===== config.mk =====
export PLATFORM = sky130hd
export DESIGN_NAME = fetch_controller
export DESIGN_NICKNAME = d
export VERILOG_FILES = /design/src/rtl/fetch_controller.sv
export SDC_FILE = /design/constraint.sdc
export NUM_CORES = 1
export LEC_CHECK = 0
export CAP_MARGIN = 15
export CORE_AREA = 2 2 68 70
export DETAILED_ROUTE_END_ITERATION = 8
export DIE_AREA = 0 0 70 72
export DONT_BUFFER_PORTS = 1
export PLACE_DENSITY = 0.59
export SYNTH_ARGS = -nofsm -noshare
export SYNTH_HDL_FRONTEND = slang
export SYNTH_SLANG_ARGS = --single-unit

===== constraint.sdc =====
create_clock -name _CLK -period 1.7 [get_ports _CLK]
set_input_delay 0.255 -clock _CLK [delete_from_list [all_inputs] [get_ports _CLK]]
set_output_delay 0.255 -clock _CLK [all_outputs]
set_load 0.02 [all_outputs]

===== src/rtl/fetch_controller.sv =====
// Fetch-stage sequencer: turns start/stall/halt/branch requests into registered
// fetch-unit controls, squashes wrong-path fetches and counts issued instructions.
module fetch_controller #(
   parameter int DATA_WIDTH   = 8,
   parameter int FLUSH_CYCLES = 1,
   parameter int COUNT_WIDTH  = 16
) (
   input  logic                   _CLK,
   input  logic                   _reset,
   input  logic                   _start,
   input  logic                   _stallReq,
   input  logic                   _haltReq,
   input  logic                   _branchReq,
   input  logic                   _branchRelative,
   input  logic [DATA_WIDTH-1:0]  _branchTarget,
   output logic                   fetchRun,
   output logic                   fetchReset,
   output logic                   fetchHalt,
   output logic                   fetchBranchJump,
   output logic                   fetchRelative,
   output logic [DATA_WIDTH-1:0]  fetchDest,
   output logic                   squash,
   output logic                   done,
   output logic [COUNT_WIDTH-1:0] insnCount
);

   localparam logic [2:0] S_IDLE   = 3'd0;
   localparam logic [2:0] S_INIT   = 3'd1;
   localparam logic [2:0] S_RUN    = 3'd2;
   localparam logic [2:0] S_FLUSH  = 3'd3;
   localparam logic [2:0] S_HALTED = 3'd4;

   localparam logic [2:0]             FLUSH_LOAD = 3'(FLUSH_CYCLES);
   localparam logic [COUNT_WIDTH-1:0] COUNT_MAX  = '1;

   logic [2:0]             state, state_nxt;
   logic [2:0]             flush_cnt, flush_cnt_nxt, flush_rem;
   logic                   run_nxt, reset_nxt, halt_nxt, bj_nxt, rel_nxt;
   logic                   squash_nxt, done_nxt, clear_count;
   logic [DATA_WIDTH-1:0]  dest_nxt;
   logic [COUNT_WIDTH-1:0] count_nxt;

   // flush_cnt counts unstalled squash cycles still owed, including the current one
   assign flush_rem = fetchRun ? (flush_cnt - 3'd1) : flush_cnt;

   always_comb begin
      state_nxt     = state;
      flush_cnt_nxt = flush_cnt;
      run_nxt       = 1'b0;
      reset_nxt     = 1'b0;
      halt_nxt      = 1'b0;
      bj_nxt        = 1'b0;
      rel_nxt       = 1'b0;
      dest_nxt      = fetchDest;
      squash_nxt    = 1'b0;
      done_nxt      = 1'b0;
      clear_count   = 1'b0;
      case (state)
         S_IDLE: begin
            if (_start) begin
               state_nxt   = S_INIT;
               reset_nxt   = 1'b1;
               clear_count = 1'b1;
            end
         end
         S_INIT: begin
            state_nxt = S_RUN;
            run_nxt   = 1'b1;
         end
         S_RUN: begin
            if (_haltReq) begin
               state_nxt = S_HALTED;
               halt_nxt  = 1'b1;
               done_nxt  = 1'b1;
            end else if (_branchReq) begin
               state_nxt     = S_FLUSH;
               flush_cnt_nxt = FLUSH_LOAD;
               bj_nxt        = 1'b1;
               rel_nxt       = _branchRelative;
               dest_nxt      = _branchTarget;
               run_nxt       = 1'b1;
               squash_nxt    = 1'b1;
            end else begin
               run_nxt  = !_stallReq;
               halt_nxt = _stallReq;
            end
         end
         S_FLUSH: begin
            // halt/branch requests here belong to squashed instructions
            run_nxt  = !_stallReq;
            halt_nxt = _stallReq;
            if (flush_rem == 3'd0) begin
               state_nxt = S_RUN;
            end else begin
               flush_cnt_nxt = flush_rem;
               squash_nxt    = 1'b1;
            end
         end
         S_HALTED: begin
            if (_start) begin
               state_nxt   = S_INIT;
               reset_nxt   = 1'b1;
               clear_count = 1'b1;
            end else begin
               halt_nxt = 1'b1;
               done_nxt = 1'b1;
            end
         end
         default: state_nxt = S_IDLE;
      endcase
   end

   always_comb begin
      count_nxt = insnCount;
      if (clear_count)
         count_nxt = '0;
      else if (fetchRun && !squash && insnCount != COUNT_MAX)
         count_nxt = insnCount + COUNT_WIDTH'(1);
   end

   always_ff @(posedge _CLK or negedge _reset) begin
      if (!_reset) begin
         state           <= S_IDLE;
         flush_cnt       <= 3'd0;
         fetchRun        <= 1'b0;
         fetchReset      <= 1'b0;
         fetchHalt       <= 1'b0;
         fetchBranchJump <= 1'b0;
         fetchRelative   <= 1'b0;
         fetchDest       <= '0;
         squash          <= 1'b0;
         done            <= 1'b0;
         insnCount       <= '0;
      end else begin
         state           <= state_nxt;
         flush_cnt       <= flush_cnt_nxt;
         fetchRun        <= run_nxt;
         fetchReset      <= reset_nxt;
         fetchHalt       <= halt_nxt;
         fetchBranchJump <= bj_nxt;
         fetchRelative   <= rel_nxt;
         fetchDest       <= dest_nxt;
         squash          <= squash_nxt;
         done            <= done_nxt;
         insnCount       <= count_nxt;
      end
   end

endmodule


==> results of run 1 <==
-- sequential cells by signal, summed over array words and instances (netlist names), 3 cells and up --
| name | count |
|---|---|
| fetchDest | 8 |
| flush_cnt | 3 |
| insnCount | 16 |
| state | 3 |
-- layer usage --
metal / wire length [µm] / global-route usage [%] / part of all wire, % / vias to the layer above
met1: 1810 / 21.2 / 41 / 744
met5: 0 / 0 / 0 / -
met2: 2300 / 32.4 / 52 / 34
met3: 223 / 5.28 / 5.1 / 6
li1: - / - / - / 744
met4: 55 / 6.84 / 1.3 / 0
-- per-stage QoR --
stage	worst slack (ns)	std cells	util [%]	total power [mW]	instance area, µm²
detailed placement	0.0121	256	48.0	2.32	2050
finish	0.0785	266	51.6	2.98	2200
floorplan	0.0816	188	-	2.08	1870
global placement	0.0960	256	48.0	2.26	2050
global route	-0.00492	266	51.6	3.20	2200
CTS	0.0343	265	50.8	2.98	2170
-- power by group --
part           total (mW)  switching [mW]  internal [mW]  leakage [nW]
sequential           1.46           0.352           1.11         0.488
clock               0.609           0.287          0.321        0.0443
combinational       0.914           0.518          0.397         0.473
total                2.98            1.16           1.82          1.01
-- kinds of logic after synthesis --
family	after synthesis	synth area share [%]
and+or+nand+nor	90	27.2
DFF	37	49.5
muxes	3	1.61
adders and majority gates	2	1.34
buffers and inverters	12	4.15
AOI/OAI and AO/OA	43	15.8
xor gates and xnor gates	1	0.468
-- area by class of cell --
type	count	area [µm²]	area share [%]
tap	52	65.1	2.96
sequential	37	927	42.2
clock buffer	7	86.3	3.93
multi-input combinational	140	902	41.0
inverter	6	22.5	1.02
timing repair buffer	24	195	8.88
-- repair_timing --
item | 4_1_cts | 5_1_grt
gates resized for setup | 1 | 4
cloned | 0 | 1
setup buffers | 0 | 0
endpoints found under the hold margin | 37 | 0
setup endpoints to repair | 1 | 6
pin swaps | 0 | 2
hold buffers | 2 | 0
-- worst max-delay path, stage by stage (launching register included) --
cell and delay [ns]:
dfrtp_1 0.39, inv_1 0.11, ha_4 0.21, and3_2 0.20, a211o_1 0.32, a21oi_2 0.17, a2bb2oi_1 0.15
-- final timing paths --
check | slack, ns | start | to | cells past startpoint
max in group asynchronous | 1.08 | _reset | fetchRun | 2
worst min-delay path | 0.08 | _branchTarget[6] | fetchDest[6] | 2
worst max register to register | 0.08 | flush_cnt[1] | flush_cnt[0] | 6
worst max-delay path | 0.08 | flush_cnt[1] | flush_cnt[0] | 6
min in group asynchronous | 0.42 | _reset | insnCount[4] | 2
worst min register to register | 0.51 | state[2] | fetchRun | 1
-- cells in the final DEF (no fill, tap or decap), drive strengths merged, types with 3 or more instances in the layout --
cell type	synthesis	layout
nand2	40	40
dfrtp	37	37
buf	6	23
a21oi	17	17
nor2	10	10
clkbuf	0	7
o21ai	6	6
inv	5	5
nand3	5	5
and4	4	4
or3	4	4
nor3	3	4
nand3b	3	3
nand4	3	3
mux2i	3	3
a31o	3	3
nand2b	3	3
nor4	3	3
==> out/metrics.yaml, run 1 <==
clock_tree:
  insertion_delay_ns: 0.28
  clock_path_buffers: 2
  cts_tree: "done"
  cts_root_buf: "clkbuf_8"
  cts_buffers: 5
  htree_levels: 2
  clk_pin_slew_ns: 0.07
  clkSinkCount: 37
timing:
  finalSetupViolations: 0
  fin_crit_ns: 1.62
  finalHoldViolCount: 0
  fin_crit_sh_pct: 95.4
  slew_headroom_pct: 69.1
  whs_ns: 0.0756
  setup-tns-final_ns: 0
  maxSlewViolCount: 0
  rsz0062_at_grt: "yes"
  tightest_slew_ns: 0.461
  fmax_mhz: 617
  skew_ns: 0.00442
synthesis:
  synthCells: 188
  yosys_warnings: 0
  avgSynthCellArea_um2: 9.95
  ys_ff_latch: 37
  ys.flop_type: "dfrtp_1"
  synth_largest_area_cell: "dfrtp_1"
  synth.distinct_cells: 56
  yosysMostFrequentCell: "nand2_1"
  async_flop_share_pct: 100
  synthTopCellsByArea: "dfrtp_1 49%, nand2_1 7.8%, a21oi_1 4.3%"
  yosysTopAreaCellShare_pct: 49.5
  netlist_area_um2: 1870
  synth_nets: 205
  synth_edf_count: 0
  synth_common_cells: "39 x nand2_1, 37 x dfrtp_1, 16 x a21oi_1, 10 x nor2_1"
  ys_seq_area_share_pct: 49.5
floorplan:
  row_count: 24
  die_w_um: 70
  die_y_um: 72
  pin_count: 46
  coreArea_um2: 4260
  die_area_um2: 5040
  initial_core_util_pct: 43.9
global_route:
  grt_max_degree: 38
  first_global_vias: 1598
  track_usage_pct: 18.3
  grt_pass1_wl_um: 7330
  grt-ovfl-total: 0
  antenna_found_initial: 0
finish:
  drive_gt1_share_pct: 24.3
  areaGrowthSynthToFinish_pct: 17.5
  nNetsFinal: 231
  antenna_cells: 0
  num-fill-cells: 408
pwr:
  power.leakage_nw: 1.01
  ir_worst_vdd_mv: 0.611
  powerDensity_nw_per_um2: 1360
route:
  drt-initial-drc-count: 62
  via_count: 1528
  drc: 0
  viasPerCell: 5.74
  first_pass_iters: 4
  drtAntennaViolNets: 0
  route.detailed.wl_per_inst_um: 16.5
  routed_wl_um: 4390
setup_path:
  crit_required_ns: 1.91
  worstSetupPathType: "reg2reg"
  critPathMaxFanout: 4
  critPathArrivalTime_ns: 1.83
  cp-end-kind: "flop"
  start_kind: "flop"
run_status:
  outcome: "finished, final reports clean"
placement:
  dpl.hpwl_um: 3220
  gp_congestion: 0.776
  io_buffers: 0
job:
  maxCapViolations: 0
worst_hold_path:
  worstHoldPathType: "in2reg"
Power figures use the tool's default switching activity.
==> inputs of run 2 (changes only) <==
- ABC_AREA: default -> 1
- CORE_AREA: 2 2 68 70 -> 2 2 70 72
- DIE_AREA: 0 0 70 72 -> 0 0 72 74
==> out/metrics.yaml, run 2 <==
synthesis:
  synth_largest_area_cell: "dfrtp_1"
  synth.distinct_cells: 25
  netlist_area_um2: 1970
  yosys_warnings: 0
  synth_common_cells: "84 x nand2_1, 37 x dfrtp_1, 27 x nor2_1, 25 x inv_1"
  async_flop_share_pct: 100
  yosysTopAreaCellShare_pct: 47.0
  ys_seq_area_share_pct: 47.0
  synth_edf_count: 0
  synthTopCellsByArea: "dfrtp_1 47%, nand2_1 16%, nor2_1 5.1%"
  synthCells: 245
  ys_ff_latch: 37
  avgSynthCellArea_um2: 8.03
  yosysMostFrequentCell: "nand2_1"
  ys.flop_type: "dfrtp_1"
  synth_nets: 262
setup_path:
  crit_required_ns: 1.89
  critPathArrivalTime_ns: 1.71
  cp-end-kind: "flop"
  critPathMaxFanout: 16
  start_kind: "flop"
  timing.rr.start: "insnCount[1]"
  crit_start: "insnCount[1]"
  worstSetupPathType: "reg2reg"
finish:
  drive_gt1_share_pct: 18.5
  top_regs: "insnCount x16, fetchDest x8"
  final_cell_mix: "84 x nand2_1, 37 x dfrtp_1, 25 x inv_1, 25 x nor2_1, 23 x buf_4"
  nNetsFinal: 291
  num-fill-cells: 444
  antenna_cells: 0
  largest_reg_flops: 16
  utilization_pct: 51.1
  areaGrowthSynthToFinish_pct: 19.5
  layout.cells.non_filler: 329
  final_common_cell: "nand2_1"
  largest_register: "insnCount"
pwr:
  powerDensity_nw_per_um2: 1460
  ir_worst_vdd_mv: 0.668
  switching_power_mw: 1.37
  clkPwrFrac_pct: 27.3
  p_seq_share_pct: 41.9
  power.leakage_nw: 1.20
  p_int_mw: 2.07
  switching_share_pct: 39.9
  power_frac_comb_pct: 30.9
placement:
  dpl.hpwl_um: 3230
  io_buffers: 0
  gp_congestion: 0.873
  post-place-ws_ns: 0.120
  dp.cells: 319
timing:
  fmax_mhz: 658
  tightest_slew_ns: 0.333
  setup-tns-final_ns: 0
  rsz0062_at_grt: "no"
  fin_crit_ns: 1.52
  fin_crit_sh_pct: 89.4
  finalWorstSetupSlack_ns: 0.180
  skew_ns: 0.00417
  maxSlewViolCount: 0
  finalHoldViolCount: 0
  slew_headroom_pct: 77.7
  finalSetupViolations: 0
clock_tree:
  clk_pin_slew_ns: 0.08
  insertion_delay_ns: 0.29
  post_cts_buffers: 0
  htree_levels: 2
  cts_tree: "done"
  clkSinkCount: 37
  cts_buffers: 5
  clock_path_buffers: 2
  cts_root_buf: "clkbuf_8"
floorplan:
  die_w_um: 72
  coreArea_um2: 4600
  row_count: 25
  initial_core_util_pct: 42.8
  pin_count: 46
  die_area_um2: 5330
  die_y_um: 74
route:
  routed_wl_um: 4470
  drtAntennaViolNets: 0
  first_pass_iters: 4
  drc: 0
  via_count: 1655
  route.detailed.wl_per_inst_um: 13.6
  drt-initial-drc-count: 51
  viasPerCell: 5.03
global_route:
  first_global_vias: 1618
  grt_pass1_wl_um: 7480
  grt_max_degree: 38
  track_usage_pct: 18.2
  antenna_found_initial: 0
  grt-ovfl-total: 0
job:
  maxCapViolations: 0
worst_hold_path:
  worstHoldPathType: "in2reg"
  hold_start: "_branchRelative"
run_status:
  outcome: "finished, final reports clean"
-- run 2: cell types whose count changed in the layout (fill, tap and decap cells not counted), sizes merged, moves of 4 or more --
cell   change
xor2       +7
nand2     +46
and4       -4
nand4      +9
inv       +26
nor2      +20
or3        -4
o21ai      +7
a21oi     -15
nand3     +11
-- run 2: kinds of logic after synthesis --
| group | count (synthesis) | share of synthesized area (%) |
|---|---|---|
| AOI/OAI and AO/OA | 19 | 5.59 |
| xor gates and xnor gates | 9 | 4.01 |
| adders and majority gates | 2 | 1.27 |
| buffers and inverters | 33 | 7.25 |
| DFF | 37 | 47.0 |
| and+or+nand+nor | 145 | 34.8 |
-- run 2: area by class of cell --
cell class | count | area (µm²) | share of cell area, %
inverter | 30 | 113 | 4.79
sequential | 37 | 926 | 39.4
timing repair buffer | 25 | 203 | 8.62
clock buffer | 5 | 68.8 | 2.93
clock inverter | 3 | 68.8 | 2.93
multi-input combinational | 175 | 905 | 38.5
tap | 54 | 67.6 | 2.87
-- run 2: metal layers --
metal | GRT usage (%) | vias up | share of wire, %
met3 | 5.28 | 10 | 7.6
met4 | 7.34 | 0 | 1.8
met5 | 0 | - | 0
met2 | 30.5 | 48 | 47
met1 | 22.3 | 756 | 44
li1 | - | 841 | -
-- run 2: timing repair --
item | 4_1_cts | 5_1_grt
endpoints found under the setup margin | 0 | 7
endpoints found under the hold margin | 37 | 0
gates resized for setup | 0 | 2
hold buffers | 2 | 0
-- run 2: power by group through the flow --
stage                     Clock [mW]  Sequential (mW)  Combinational, mW
final                          0.938             1.44               1.06
after global routing           0.996             1.47               1.22
after CTS                      0.954             1.44               1.07
after detailed placement           0             1.45               1.04
after global placement             0             1.46               1.02
after floorplan                    0             1.48              0.764
-- run 2: path summary, 6_finish.rpt --
kind                                 endpoint  slack, ns  depth (start not counted)
worst max-delay path            insnCount[13]       0.18                          9
worst min-delay path            fetchRelative       0.06                          2
worst max register to register  insnCount[13]       0.18                          9
worst min register to register   flush_cnt[2]       0.50                          2
max in group asynchronous              squash       1.05                          2
min in group asynchronous       insnCount[11]       0.46                          2
-- run 2: worst max-delay path, stage by stage, from the launching register on --
cell	delay (ns)
dfrtp_1	0.40
ha_1	0.21
nand3_2	0.11
inv_2	0.04
nand2_2	0.12
nor2_8	0.07
nor2_8	0.26
nor2_8	0.09
nand2_1	0.07
nand2_1	0.05
-- run 2: metrics by stage --
step                      power [mW]  cell area [µm²]  hold slack, ns
final                           3.44             2350          0.0598
after global routing            3.69             2350          0.0653
after CTS                       3.47             2350          0.0539
after detailed placement        2.50             2180         -0.0395
after global placement          2.48             2180         -0.0397
after floorplan                 2.24             1970         -0.0406
